## src/rtl/id_stage_if.sv

```systemverilog
// id_stage_if: fetch-side handshake, flush, and the decoded bundle handed to execute.
//   slave  : decode-stage view (takes in_valid/inst/pc/flush/out_ready, drives the rest)
//   master : environment view (fetch + execute), directions mirrored
interface id_stage_if #(
  parameter int DATA_W = 32,
  parameter int PC_W   = 32
);
  logic              in_valid, in_ready;
  logic [31:0]       inst;
  logic [PC_W-1:0]   pc;
  logic              flush;
  logic              out_valid, out_ready;
  logic [3:0]        alu_ctr;
  logic              reg_wrt, mem_read, mem_wrt, mem_reg, alu_src;
  logic              branch, branch_ne, jump, link;
  logic [4:0]        rs, rt, dst;
  logic [DATA_W-1:0] imm_ext;
  logic [PC_W-1:0]   br_target, j_target, pc_plus4;
  logic              illegal;

  modport slave (
    input  in_valid, inst, pc, flush, out_ready,
    output in_ready, out_valid, alu_ctr, reg_wrt, mem_read, mem_wrt, mem_reg,
           alu_src, branch, branch_ne, jump, link, rs, rt, dst, imm_ext,
           br_target, j_target, pc_plus4, illegal
  );

  modport master (
    output in_valid, inst, pc, flush, out_ready,
    input  in_ready, out_valid, alu_ctr, reg_wrt, mem_read, mem_wrt, mem_reg,
           alu_src, branch, branch_ne, jump, link, rs, rt, dst, imm_ext,
           br_target, j_target, pc_plus4, illegal
  );
endinterface

```

## src/rtl/id_stage.sv

```systemverilog
// id_stage: registered MIPS decode stage with valid/ready flow control, flush,
// illegal-instruction flagging and a one-bubble load-use interlock.
//   clk    : rising-edge clock
//   rst_n  : asynchronous active-low reset
//   bus    : id_stage_if.slave -- in_valid/in_ready/inst/pc from fetch, flush,
//            out_valid/out_ready plus the decoded control/address/target bundle
module id_stage #(
  parameter int DATA_W    = 32,
  parameter int PC_W      = 32,
  parameter int HAZARD_EN = 1
) (
  input  logic       clk,
  input  logic       rst_n,
  id_stage_if.slave  bus
);
  localparam logic [5:0] OP_R    = 6'b000000, OP_J    = 6'b000010, OP_JAL  = 6'b000011,
                         OP_BEQ  = 6'b000100, OP_BNE  = 6'b000101, OP_ADDI = 6'b001000,
                         OP_SLTI = 6'b001010, OP_ANDI = 6'b001100, OP_ORI  = 6'b001101,
                         OP_LUI  = 6'b001111, OP_LW   = 6'b100011, OP_SW   = 6'b101011;
  localparam logic [3:0] ALU_AND = 4'b0000, ALU_OR  = 4'b0001, ALU_ADD = 4'b0010,
                         ALU_SUB = 4'b0110, ALU_SLT = 4'b0111, ALU_LUI = 4'b1001;

  typedef struct packed {
    logic [3:0]        alu_ctr;
    logic              reg_wrt, mem_read, mem_wrt, mem_reg, alu_src;
    logic              branch, branch_ne, jump, link;
    logic [4:0]        rs, rt, dst;
    logic [DATA_W-1:0] imm_ext;
    logic [PC_W-1:0]   br_target, j_target, pc_plus4;
    logic              illegal;
  } dec_t;

  logic [5:0]  w_op, w_funct;
  logic [15:0] w_imm;
  logic [4:0]  w_rs, w_rt, w_rd;
  logic        w_sext, w_zext, w_rd_rs, w_rd_rt;
  logic        w_adv, w_hazard, w_in_ready, w_cap;
  logic        w_unused_ok;
  dec_t        w_dec, r_dec;
  logic        r_vld, r_load_pend;
  logic [4:0]  r_load_rt;

  assign w_op    = bus.inst[31:26];
  assign w_rs    = bus.inst[25:21];
  assign w_rt    = bus.inst[20:16];
  assign w_rd    = bus.inst[15:11];
  assign w_funct = bus.inst[5:0];
  assign w_imm   = bus.inst[15:0];
  assign w_unused_ok = &{1'b0, bus.inst[10:6]};

  always_comb begin
    w_dec   = '0;
    w_sext  = 1'b0;
    w_zext  = 1'b0;
    // rs is read by everything but J/JAL/LUI; rt only by R-type, SW and branches
    w_rd_rs = !(w_op == OP_J || w_op == OP_JAL || w_op == OP_LUI);
    w_rd_rt = (w_op == OP_R || w_op == OP_SW || w_op == OP_BEQ || w_op == OP_BNE);
    w_dec.rs = w_rs;
    w_dec.rt = w_rt;
    case (w_op)
      OP_R: begin
        w_dec.reg_wrt = 1'b1;
        w_dec.dst     = w_rd;
        case (w_funct)
          6'b100000: w_dec.alu_ctr = ALU_ADD;
          6'b100010: w_dec.alu_ctr = ALU_SUB;
          6'b100100: w_dec.alu_ctr = ALU_AND;
          6'b100101: w_dec.alu_ctr = ALU_OR;
          6'b101010: w_dec.alu_ctr = ALU_SLT;
          default:   w_dec.illegal = 1'b1;
        endcase
      end
      OP_LW: begin
        w_dec.alu_ctr = ALU_ADD; w_dec.alu_src = 1'b1; w_dec.mem_read = 1'b1;
        w_dec.mem_reg = 1'b1;    w_dec.reg_wrt = 1'b1; w_dec.dst = w_rt; w_sext = 1'b1;
      end
      OP_SW: begin
        w_dec.alu_ctr = ALU_ADD; w_dec.alu_src = 1'b1; w_dec.mem_wrt = 1'b1; w_sext = 1'b1;
      end
      OP_BEQ, OP_BNE: begin
        w_dec.alu_ctr   = ALU_SUB; w_dec.branch = 1'b1;
        w_dec.branch_ne = (w_op == OP_BNE); w_sext = 1'b1;
      end
      OP_ADDI, OP_SLTI, OP_ANDI, OP_ORI, OP_LUI: begin
        w_dec.alu_src = 1'b1; w_dec.reg_wrt = 1'b1; w_dec.dst = w_rt;
        case (w_op)
          OP_ADDI: begin w_dec.alu_ctr = ALU_ADD; w_sext = 1'b1; end
          OP_SLTI: begin w_dec.alu_ctr = ALU_SLT; w_sext = 1'b1; end
          OP_ANDI: begin w_dec.alu_ctr = ALU_AND; w_zext = 1'b1; end
          OP_ORI:  begin w_dec.alu_ctr = ALU_OR;  w_zext = 1'b1; end
          default: begin w_dec.alu_ctr = ALU_LUI; w_zext = 1'b1; end
        endcase
      end
      OP_J:   w_dec.jump = 1'b1;
      OP_JAL: begin
        w_dec.jump = 1'b1; w_dec.link = 1'b1; w_dec.reg_wrt = 1'b1; w_dec.dst = 5'd31;
      end
      default: w_dec.illegal = 1'b1;
    endcase
    // Illegal instructions travel as a NOP: no side-effecting controls survive
    if (w_dec.illegal) begin
      w_dec.alu_ctr = '0; w_dec.reg_wrt = 1'b0; w_dec.dst = '0;
    end
    if (w_sext)      w_dec.imm_ext = {{(DATA_W-16){w_imm[15]}}, w_imm};
    else if (w_zext) w_dec.imm_ext = {{(DATA_W-16){1'b0}}, w_imm};
    w_dec.pc_plus4  = bus.pc + PC_W'(4);
    w_dec.br_target = w_dec.pc_plus4 + {{(PC_W-18){w_imm[15]}}, w_imm, 2'b00};
    // Mask form keeps this legal down to PC_W == 28 where no upper bits remain
    w_dec.j_target  = (w_dec.pc_plus4 & ~PC_W'(28'hFFF_FFFF)) |
                      PC_W'({bus.inst[25:0], 2'b00});
  end

  assign w_adv    = !r_vld || bus.out_ready;
  assign w_hazard = (HAZARD_EN != 0) && bus.in_valid && r_load_pend && (r_load_rt != 5'd0) &&
                    ((w_rd_rs && w_rs == r_load_rt) || (w_rd_rt && w_rt == r_load_rt));
  assign w_in_ready = w_adv && !w_hazard && !bus.flush;
  assign w_cap      = bus.in_valid && w_in_ready;

  // The hazard cycle falls into the adv-without-capture branch: the bubble it
  // emits also clears load_pend, so the dependent instruction is taken next cycle.
  always_ff @(posedge clk or negedge rst_n) begin
    if (!rst_n) begin
      r_vld       <= 1'b0;
      r_load_pend <= 1'b0;
      r_load_rt   <= '0;
      r_dec       <= '0;
    end else if (bus.flush) begin
      r_vld       <= 1'b0;
      r_load_pend <= 1'b0;
    end else if (w_cap) begin
      r_dec       <= w_dec;
      r_vld       <= 1'b1;
      r_load_pend <= (w_op == OP_LW);
      r_load_rt   <= w_rt;
    end else if (w_adv) begin
      r_vld       <= 1'b0;
      r_load_pend <= 1'b0;
    end
  end

  assign bus.in_ready  = w_in_ready;
  assign bus.out_valid = r_vld;
  assign bus.alu_ctr   = r_dec.alu_ctr;
  assign bus.reg_wrt   = r_dec.reg_wrt;
  assign bus.mem_read  = r_dec.mem_read;
  assign bus.mem_wrt   = r_dec.mem_wrt;
  assign bus.mem_reg   = r_dec.mem_reg;
  assign bus.alu_src   = r_dec.alu_src;
  assign bus.branch    = r_dec.branch;
  assign bus.branch_ne = r_dec.branch_ne;
  assign bus.jump      = r_dec.jump;
  assign bus.link      = r_dec.link;
  assign bus.rs        = r_dec.rs;
  assign bus.rt        = r_dec.rt;
  assign bus.dst       = r_dec.dst;
  assign bus.imm_ext   = r_dec.imm_ext;
  assign bus.br_target = r_dec.br_target;
  assign bus.j_target  = r_dec.j_target;
  assign bus.pc_plus4  = r_dec.pc_plus4;
  assign bus.illegal   = r_dec.illegal;
endmodule

```

## src/flat_wrapper.sv

```systemverilog
// flat-port wrapper written by rule: the top's interface ports become plain ports
module id_stage_flat 
#(
  parameter int DATA_W    = 32,
  parameter int PC_W      = 32,
  parameter int HAZARD_EN = 1
)
  (clk, rst_n, bus_in_valid, bus_inst, bus_pc, bus_flush, bus_out_ready, bus_in_ready, bus_out_valid, bus_alu_ctr, bus_reg_wrt, bus_mem_read, bus_mem_wrt, bus_mem_reg, bus_alu_src, bus_branch, bus_branch_ne, bus_jump, bus_link, bus_rs, bus_rt, bus_dst, bus_imm_ext, bus_br_target, bus_j_target, bus_pc_plus4, bus_illegal);
  id_stage_if #(.DATA_W(DATA_W), .PC_W(PC_W)) bus_i ();
  input  logic clk;
  input  logic rst_n;
  input wire logic [$bits(bus_i.in_valid)-1:0] bus_in_valid;
  input wire logic [$bits(bus_i.inst)-1:0] bus_inst;
  input wire logic [$bits(bus_i.pc)-1:0] bus_pc;
  input wire logic [$bits(bus_i.flush)-1:0] bus_flush;
  input wire logic [$bits(bus_i.out_ready)-1:0] bus_out_ready;
  output wire logic [$bits(bus_i.in_ready)-1:0] bus_in_ready;
  output wire logic [$bits(bus_i.out_valid)-1:0] bus_out_valid;
  output wire logic [$bits(bus_i.alu_ctr)-1:0] bus_alu_ctr;
  output wire logic [$bits(bus_i.reg_wrt)-1:0] bus_reg_wrt;
  output wire logic [$bits(bus_i.mem_read)-1:0] bus_mem_read;
  output wire logic [$bits(bus_i.mem_wrt)-1:0] bus_mem_wrt;
  output wire logic [$bits(bus_i.mem_reg)-1:0] bus_mem_reg;
  output wire logic [$bits(bus_i.alu_src)-1:0] bus_alu_src;
  output wire logic [$bits(bus_i.branch)-1:0] bus_branch;
  output wire logic [$bits(bus_i.branch_ne)-1:0] bus_branch_ne;
  output wire logic [$bits(bus_i.jump)-1:0] bus_jump;
  output wire logic [$bits(bus_i.link)-1:0] bus_link;
  output wire logic [$bits(bus_i.rs)-1:0] bus_rs;
  output wire logic [$bits(bus_i.rt)-1:0] bus_rt;
  output wire logic [$bits(bus_i.dst)-1:0] bus_dst;
  output wire logic [$bits(bus_i.imm_ext)-1:0] bus_imm_ext;
  output wire logic [$bits(bus_i.br_target)-1:0] bus_br_target;
  output wire logic [$bits(bus_i.j_target)-1:0] bus_j_target;
  output wire logic [$bits(bus_i.pc_plus4)-1:0] bus_pc_plus4;
  output wire logic [$bits(bus_i.illegal)-1:0] bus_illegal;
  assign bus_i.in_valid = bus_in_valid;
  assign bus_i.inst = bus_inst;
  assign bus_i.pc = bus_pc;
  assign bus_i.flush = bus_flush;
  assign bus_i.out_ready = bus_out_ready;
  assign bus_in_ready = bus_i.in_ready;
  assign bus_out_valid = bus_i.out_valid;
  assign bus_alu_ctr = bus_i.alu_ctr;
  assign bus_reg_wrt = bus_i.reg_wrt;
  assign bus_mem_read = bus_i.mem_read;
  assign bus_mem_wrt = bus_i.mem_wrt;
  assign bus_mem_reg = bus_i.mem_reg;
  assign bus_alu_src = bus_i.alu_src;
  assign bus_branch = bus_i.branch;
  assign bus_branch_ne = bus_i.branch_ne;
  assign bus_jump = bus_i.jump;
  assign bus_link = bus_i.link;
  assign bus_rs = bus_i.rs;
  assign bus_rt = bus_i.rt;
  assign bus_dst = bus_i.dst;
  assign bus_imm_ext = bus_i.imm_ext;
  assign bus_br_target = bus_i.br_target;
  assign bus_j_target = bus_i.j_target;
  assign bus_pc_plus4 = bus_i.pc_plus4;
  assign bus_illegal = bus_i.illegal;
  id_stage #(.DATA_W(DATA_W), .PC_W(PC_W), .HAZARD_EN(HAZARD_EN)) u_core (.clk(clk), .rst_n(rst_n), .bus(bus_i));
endmodule
```

## config.mk

```make
export PLATFORM = sky130hd
export DESIGN_NAME = id_stage_flat
export DESIGN_NICKNAME = d
export VERILOG_FILES = /design/src/rtl/id_stage_if.sv /design/src/rtl/id_stage.sv /design/src/flat_wrapper.sv
export SDC_FILE = /design/constraint.sdc
export NUM_CORES = 1
export LEC_CHECK = 0
export CELL_PAD_IN_SITES_DETAIL_PLACEMENT = 1
export CELL_PAD_IN_SITES_GLOBAL_PLACEMENT = 2
export CORE_MARGIN = 5
export CORE_UTILIZATION = 25
export CTS_BUF_LIST = sky130_fd_sc_hd__clkbuf_2
export DETAILED_ROUTE_END_ITERATION = 10
export GPL_TIMING_DRIVEN = 0
export PLACE_DENSITY = 0.82
export SYNTH_ARGS = -nofsm -noshare
export SYNTH_HDL_FRONTEND = slang
export SYNTH_SLANG_ARGS = --single-unit
```

## constraint.sdc

```tcl
create_clock -name clk -period 2.5 [get_ports clk]
set_clock_uncertainty 0.15 [all_clocks]
set_input_delay 0.5 -clock clk [delete_from_list [all_inputs] [get_ports clk]]
set_output_delay 0.5 -clock clk [all_outputs]
set_load 0.01 [all_outputs]
```

# ---- Yosys cells after proc, flatten, opt, wreduce, memory -nomap -nowiden
# Index checks and enable logic that the tools add are counted.
dict set report op_classes {
  addsub 2
  eq_ne 18
  n_mux 26
  bitwise_logic 2
  n_reduce_logical 34
}
# operator count
set ops {}
lappend ops {{6-bit equality test, second input constant} 7}
lappend ops {{32-bit by 3-bit adder with 32-bit output, second input constant} 1}
lappend ops {{32-bit adder} 1}
lappend ops {{32-bit 2-to-1 mux} 1}
lappend ops {{32-bit by 28-bit bitwise OR with 32-bit output} 1}
lappend ops {{4-bit one-hot mux with 4 select lines} 2}
lappend ops {{6-bit by 4-bit equality test with 1-bit output, second input constant} 5}
lappend ops {{16-bit 2-to-1 mux} 1}
lappend ops {{1-bit 2-to-1 mux} 15}
lappend ops {{5-bit one-hot mux with 3 select lines} 1}
lappend ops {{6-bit by 2-bit equality test with 1-bit output, second input constant} 2}
lappend ops {{6-bit by 3-bit equality test with 1-bit output, second input constant} 2}
lappend ops {{3-bit one-hot mux with 4 select lines} 1}
lappend ops {{11-bit OR reduction} 1}
lappend ops {{5-bit equality test} 2}
lappend ops {{5-bit 2-to-1 mux} 2}
lappend ops {{5-bit OR reduction} 2}
lappend ops {{1-bit logical AND} 8}
lappend ops {{2-bit OR reduction} 4}
lappend ops {{8-bit OR reduction} 1}
lappend ops {{1-bit logical OR} 7}
lappend ops {{7-bit OR reduction} 1}
lappend ops {{6-bit zero test} 1}
lappend ops {{6-bit OR reduction} 1}
lappend ops {{8 further kinds} 12}
dict set report word_totals {
  regBits 158
  inputBits 69
  wordCells 101
}

# ---- Depth between registers and ports, before layout
dict set report logic_depth {
  depth_word 13
  mapped_depth 17
  ltp_nobuf 16
}

# ---- Worst setup path before layout
# Ideal clock, no wire load.
dict set report synth_timing {
  path_kind {input-to-reg}
  startpoint {in bus_pc[5]}
  endpoint {reg u_core.r_dec, in the netlist u_core.bus.br_target[30]}
  setup_time_ps 133
  arrival_time_ps 3526
  t_required_ps 2217
  setup_slack_ps -1309
  stages 17
  path_buffers 1
  cell_sequence {and3_1 nand2_1 or3_1 nor2_1 and3_1 nand3_1 xnor2_1 ha_1 clkbuf_1 and4_1 and2_1 a2111oi_0 a211oi_1 nand2_1 o21ai_0 xnor2_1 o21ai_0}
}
# element line
set synth_lines {}
lappend synth_lines {{start, declared} flat_wrapper.sv:14} ;# input wire logic [$bits(bus_i.pc)-1:0] bus_pc;
lappend synth_lines {{end signal, assigned} id_stage.sv:131} ;# r_dec <= w_dec;
lappend synth_lines {{end, declared} id_stage.sv:39} ;# dec_t w_dec, r_dec;

==> impl_metrics.yaml <==
outcome:
  status: "finished with violations"
  violations: "setup timing"
critical_path:
  r2r_cells: 12
  crit_chain: "or4_4 -> o21ai_2 -> a21oi_2 -> a211oi_2 -> buf_2"
  r2r-end: "u_core.bus.br_target[11]"
  end_kind: "primary output"
  crit_type: "reg -> out"
  required_ns: 1.85
  arrival_ns: 2.40
  timing.rr.start: "u_core.bus.rt[1]"
  r2r_slack_ns: -0.47
  critical_path.max_stage_delay_ns: 0.52
  slowest_stage: "or4_4"
  cp-start-kind: "flip-flop"
  path_max_fanout: 2
global_route:
  antenna_found_initial: 1
  grt_pass1_wl_mm: 50.6
  grt_max_degree: 69
  gr-usage-all-layers_pct: 19.6
  grt_pass1_vias: 8405
  gr-total-overflow: 0
floorplan:
  die_h_um: 183
  fp.dieW_um: 183
  ios: 228
  row_count: 63
  dieArea_um2: 33300
  coreArea_um2: 29600
  initial_core_util_pct: 25.2
drt:
  first_pass_iters: 4
  wire_per_inst_um: 20.8
  viasPerCell: 4.81
  drt-total-wl_mm: 34.2
  first_iter_violations: 353
  vias: 7906
  remaining_drc_errors: 0
  drtAntennaViolNets: 0
clock_network:
  clk_pin_slew_ns: 0.23
  clockBufferDepth: 2
  clk_latency_ns: 0.75
  clock-sinks: 125
  clockRootBuffer: "clkbuf_2"
  htree_levels: 4
  tritoncts: "built"
  cts_buffers: 17
logic_synthesis:
  synthCells: 902
  synth_edf_count: 0
  ys.flop_type: "dfrtp_1"
  synth_area_per_cell_um2: 8.25
  ys_ff_latch: 125
  async_flop_share_pct: 100
  seq_area_frac_synth_pct: 42.0
  synth_warnings: 0
  synth_cell_type_count: 51
  netlist_area_um2: 7450
pwr:
  powerDensity_nw_per_um2: 504
  ir_worst_vdd_v: 0.000217
  leakage_nw: 6.34
  power_mw: 6.72
placement:
  dp_hpwl_mm: 23.8
  placed_area_um2: 10300
  routabilityCongestion: 0.820
  pre_cts_slack_ns: -2.25
  port_buffers: 221
min_path:
  worstHoldStart: "bus_pc[13]"
  hold_path_depth: 5
  hold_class: "in -> reg"
  worstHoldEndpoint: "u_core.bus.pc_plus4[13]"
timing:
  fmax_mhz: 328
  layout_setup_ws_ns: -0.547
  slew_headroom_pct: 5.85
  rsz0062_at_grt: "yes"
  slew_viol_final: 0
  setup-violations-final: 125
  worst_slew_pin_slew_ns: 1.41
  whs_ns: 0.0587
  hold_viol: 0
  fin_crit_ns: 3.05
  min_period_over_period_pct: 122
final_layout:
  nets: 1345
  drive_above_1_share_pct: 38.6
  finish.instance_area_um2: 13300
  fillers: 3351
  most-common-layout-cells: "154 x nand2_1, 137 x clkdlybuf4s50_1, 117 x dfrtp_1"
  mostFrequentLayoutCell: "nand2_1"
  syn2layout_area_growth_pct: 79.0
  final_core_util_pct: 45.1
job:
  cap_violations: 0
==> state kept, by name, summed over array words and instances (netlist names), 4 cells and up <==
register / flops
u_core.bus.rs: 4
u_core.bus.imm_ext: 17
u_core.bus.br_target: 30
u_core.bus.alu_ctr: 4
u_core.bus.j_target: 19
u_core.bus.pc_plus4: 31
u_core.bus.rt: 4
u_core.bus.dst: 5
==> layout make-up <==
type                    instances  area [um^2]  area share [%]
diodes                          1         2.50          0.0188
clock buffers                  18         90.1           0.676
repair buffers                324         3330            25.0
well taps                     390          488            3.66
inverters                       9         33.8           0.253
multi-input cells             694         5420            40.7
plain buffers                  71          724            5.44
clock inverters                13          103           0.770
flip-flops and latches        125         3140            23.5
==> critical path: cells and delay by family, from the launching register on <==
family | cells | cell delay, ns
flip-flops | 1 | 0.46
buffers and inverters | 1 | 0.18
AND/OR/NAND/NOR | 1 | 0.52
AO/OA/AOI/OAI | 3 | 0.47
==> stage by stage <==
stage                     cells  TNS (ns)
after floorplan             903    -12.25
after global placement     1514   -744.03
after detailed placement   1515   -152.35
after CTS                  1631    -41.24
after global routing       1645    -50.45
final                      1645    -44.48
==> Yosys cell counts, drive strengths merged (7+ instances only) <==
library cell | n | area (um^2)
nor2 | 35 | 131
ha | 33 | 413
nand3 | 42 | 210
nand2 | 289 | 1080
buf | 47 | 318
o31ai | 7 | 52.6
inv | 9 | 33.8
clkbuf | 28 | 105
xnor2 | 34 | 298
a211oi | 11 | 82.6
a21oi | 41 | 205
o21ai | 53 | 265
xor2 | 29 | 254
nor3 | 16 | 85.1
o21a | 8 | 60.1
dfrtp | 125 | 3130
nand4 | 10 | 62.6
a21o | 10 | 75.1
==> worst max path at each step <==
stage / from / endpoint / slack [ns]
floorplan: bus_pc[5] / u_core.bus.br_target[26] / -0.96
global placement: rst_n / u_core.bus.rt[1] / -5.27
detailed placement: bus_pc[2] / u_core.bus.br_target[26] / -2.25
CTS: u_core.bus.rt[1] / bus_in_ready / -0.62
global route: u_core.bus.rt[1] / bus_in_ready / -0.66
finish: u_core.bus.rt[1] / bus_in_ready / -0.55
==> layer usage <==
layer  global-route usage (%)  up-vias  wire length, um
met1                     23.8     3920            14400
met4                     5.85        0              993
li1                         -     3721                -
met5                        0        -                0
met2                     35.1      218            17400
met3                     3.93       47             1470
==> timing repair <==
| action | 4_1_cts | 5_1_grt |
|---|---|---|
| gates cloned | 15 | 0 |
| hold endpoints to repair | 67 | 0 |
| pin swaps | 146 | 113 |
| buffers inserted | 64 | 19 |
| gates resized for setup | 404 | 233 |
| endpoints found under the setup margin | 161 | 140 |
| hold buffers | 10 | 0 |
==> power by group <==
part	internal [mW]	switching (mW)	total (mW)
sequential	2.31	0.261	2.58
combinational	1.51	1.41	2.92
clock	0.339	0.880	1.22
total	4.17	2.55	6.72
==> cell families (layout without fill, tap and decap cells) <==
logic type | after synthesis | after routing | synth area share, %
AND/OR/NAND/NOR | 433 | 433 | 25.0
AO/OA/AOI/OAI | 157 | 157 | 12.8
flip-flops | 125 | 125 | 42.0
buffers and inverters | 84 | 435 | 6.13
XOR/XNOR | 63 | 63 | 7.41
adder cells (fa/ha/maj) | 34 | 34 | 5.81
multiplexers | 5 | 5 | 0.756
other | 1 | 3 | 0.0504
Note: power is estimated with default switching activity, not from simulation.
==> RTL change, RTL diff (config.mk and constraints unchanged) <==
`HAZARD_EN` is set to 1 in 2 places; all go to 0.
--- a/src/rtl/id_stage.sv
+++ b/src/rtl/id_stage.sv
@@ -7,7 +7,7 @@
 module id_stage #(
   parameter int DATA_W    = 32,
   parameter int PC_W      = 32,
-  parameter int HAZARD_EN = 1
+  parameter int HAZARD_EN = 0
 ) (
   input  logic       clk,
   input  logic       rst_n,
--- a/src/flat_wrapper.sv
+++ b/src/flat_wrapper.sv
@@ -3,7 +3,7 @@
 #(
   parameter int DATA_W    = 32,
   parameter int PC_W      = 32,
-  parameter int HAZARD_EN = 1
+  parameter int HAZARD_EN = 0
 )
   (clk, rst_n, bus_in_valid, bus_inst, bus_pc, bus_flush, bus_out_ready, bus_in_ready, bus_out_valid, bus_alu_ctr, bus_reg_wrt, bus_mem_read, bus_mem_wrt, bus_mem_reg, bus_alu_src, bus_branch, bus_branch_ne, bus_jump, bus_link, bus_rs, bus_rt, bus_dst, bus_imm_ext, bus_br_target, bus_j_target, bus_pc_plus4, bus_illegal);
   id_stage_if #(.DATA_W(DATA_W), .PC_W(PC_W)) bus_i ();
Formal check against the unedited RTL: not equivalent (Yosys sat finds a counterexample within 4 cycles, from zero or initial values and one cycle with rst_n low).
==> RTL change against the original RTL <==
The run still ends with setup timing left; die area fell by 3.4%; non-clock buffer count down 25; first-iteration DRC count decreased by 9.6%; sequential cell count is 1 lower; power decreased by 10%; synthesized cell count is 8.0% lower; worst setup slack better by 0.13 ns; sequential power decreased by 4%; wire length is 14% lower; final area shrank 14%; maximum frequency increased by 4.6%; synthesized area fell by 3.6%; sequential share of layout area increased by 3.4 points; critical endpoint is now u_core.bus.br_target[28]; largest cell class unchanged; highest routed layer unchanged.
==> RTL change: results (changes against the original RTL) <==
Place
  • Routability cong.: 0.831 (+1.3%)
  • PortBufs: 224 (+1.4%)
  • DP HPWL: 21600 um (-9.4%)
  • Dpl ws: -2.38 ns (-0.131 ns)
  • Placed cell area: 0.0100 mm2 (-3.2%)
  • Placed cell count: 1440 (-5.0%)

Global route
  • Tot GR Track Use: 0.177 (-0.0197)
  • Global-route wire length before repair: 45300 um (-11%)
  • Met2 usage: 0.299 (-0.0521)
  • Vias in the first global route: 7707 (-8.3%)
  • Met1 Usage GRT: 0.227 (-0.0107)
  • Largest net degree at the start of global routing: 80 (+16%)
  • Met3 usage in global routing: 0.0424 (+0.00317)

Synthesis
  • Average cell area after synthesis: 8.64 um2 (+4.7%)
  • Mux share of post-synthesis cell area: 0.00610 (-0.00146)
  • Synth Area in Compound Gates: 0.143 (+0.0148)
  • Number of distinct library cells after synthesis: 65 (+27%)
  • Dominant cells by area after synthesis: dfrtp_1 43%, nand2_1 13%, ha_1 5.9%, o21ai_0 3.7%, buf_4 3.6%
  • Commonest cells post-synth: 246 x nand2_1, 124 x dfrtp_1, 65 x nor2_1
  • Synth Area in Adders: 0.0621 (+0.00394)
  • Seq/Total Area, Yosys: 0.433 (+0.0124)

CTS
  • Post-cts sizing count: 190 (-53%)
  • Reg clk slew, reported paths: 0.23 ns (about the same)
  • H-Tree Depth: 4 (unchanged)
  • Buffer count from post-CTS setup fixing: 58 (-9.4%)
  • Clk_lat worst skew: 0.69 ns (-0.06 ns)
  • CTS Hold Bufs: 7 (-3)

Route
  • Via density: 4.61 (-4.1%)
  • Met3 wire len: 1320 um (-10%)
  • DRT iter0 DRCs: 319 (-9.6%)
  • Met2 WL: 14200 um (-18%)
  • DRT met1 WL: 13300 um (-7.5%)

Worst setup path
  • Flop-to-flop setup slack: 0.18 ns (+0.65 ns)
  • Reg2reg end: u_core.bus.imm_ext[12]
  • Crit path arrival time: 3.38 ns (+0.98 ns)
  • R2r startpoint: u_core.bus.out_valid
  • Critical path origin: bus_pc[12]
  • Crit Path Max Fanout: 3 (+1)
  • Setup crit end: u_core.bus.br_target[28]

Hold path
  • Hold path start: bus_pc[15]

Layout
  • Layout cells sized above 1: 0.242 (-0.143)
  • Fin area: 0.0115 mm2 (-14%)
  • Nets: 1256 (-6.6%)
  • Cell Count, Final, Fillers Out: 1549 (-5.8%)

STA
  • Final setup viols: 16 (-87%)
  • PnR worst setup slack: -0.412 ns (+0.135 ns)
  • Setup TNS: -4.40 ns (+40.08 ns)
  • Fin Hold WS: 0.105 ns (+0.0466 ns)
  • Worst-Margin Slew: 0.767 ns (-0.645 ns)

Pwr
  • Pleak: 0.00535 uW (-16%)
  • Peak supply drop: 0.237 mV (+9.4%)

Run status
  • Failing checks: setup timing
  • Status: finished, violations left
RTL change: layout make-up:
class                           count  area share
Clock buffer                       17     0.00740
Inverter                           11     0.00381
Antenna cell                        2    0.000435
Timing Repair Buffer              304       0.254
Sequential cell                   124       0.270
Tap cell                          384      0.0418
Multi-Input combinational cell    628       0.377
Buffer                             66      0.0363
Clock inverter                     13     0.00903
RTL change: report_power, final:
part           switching (uW)  internal [uW]  total, uW
clock                     865            336       1200
combinational            1130           1220       2350
sequential                179           2290       2470
RTL change: critical path: stages:
cell	delay [ns]
clkdlybuf4s15_2	0.19
and3_4	0.19
nand4_1	0.09
buf_6	0.16
nor2_4	0.15
and2_4	0.19
nand2_1	0.09
xnor2_2	0.18
ha_2	0.22
a21o_1	0.19
a21o_1	0.16
a21oi_2	0.15
o21ai_2	0.09
a21oi_4	0.19
o211ai_1	0.14
a21oi_2	0.17
xnor2_1	0.09
mux2_4	0.25
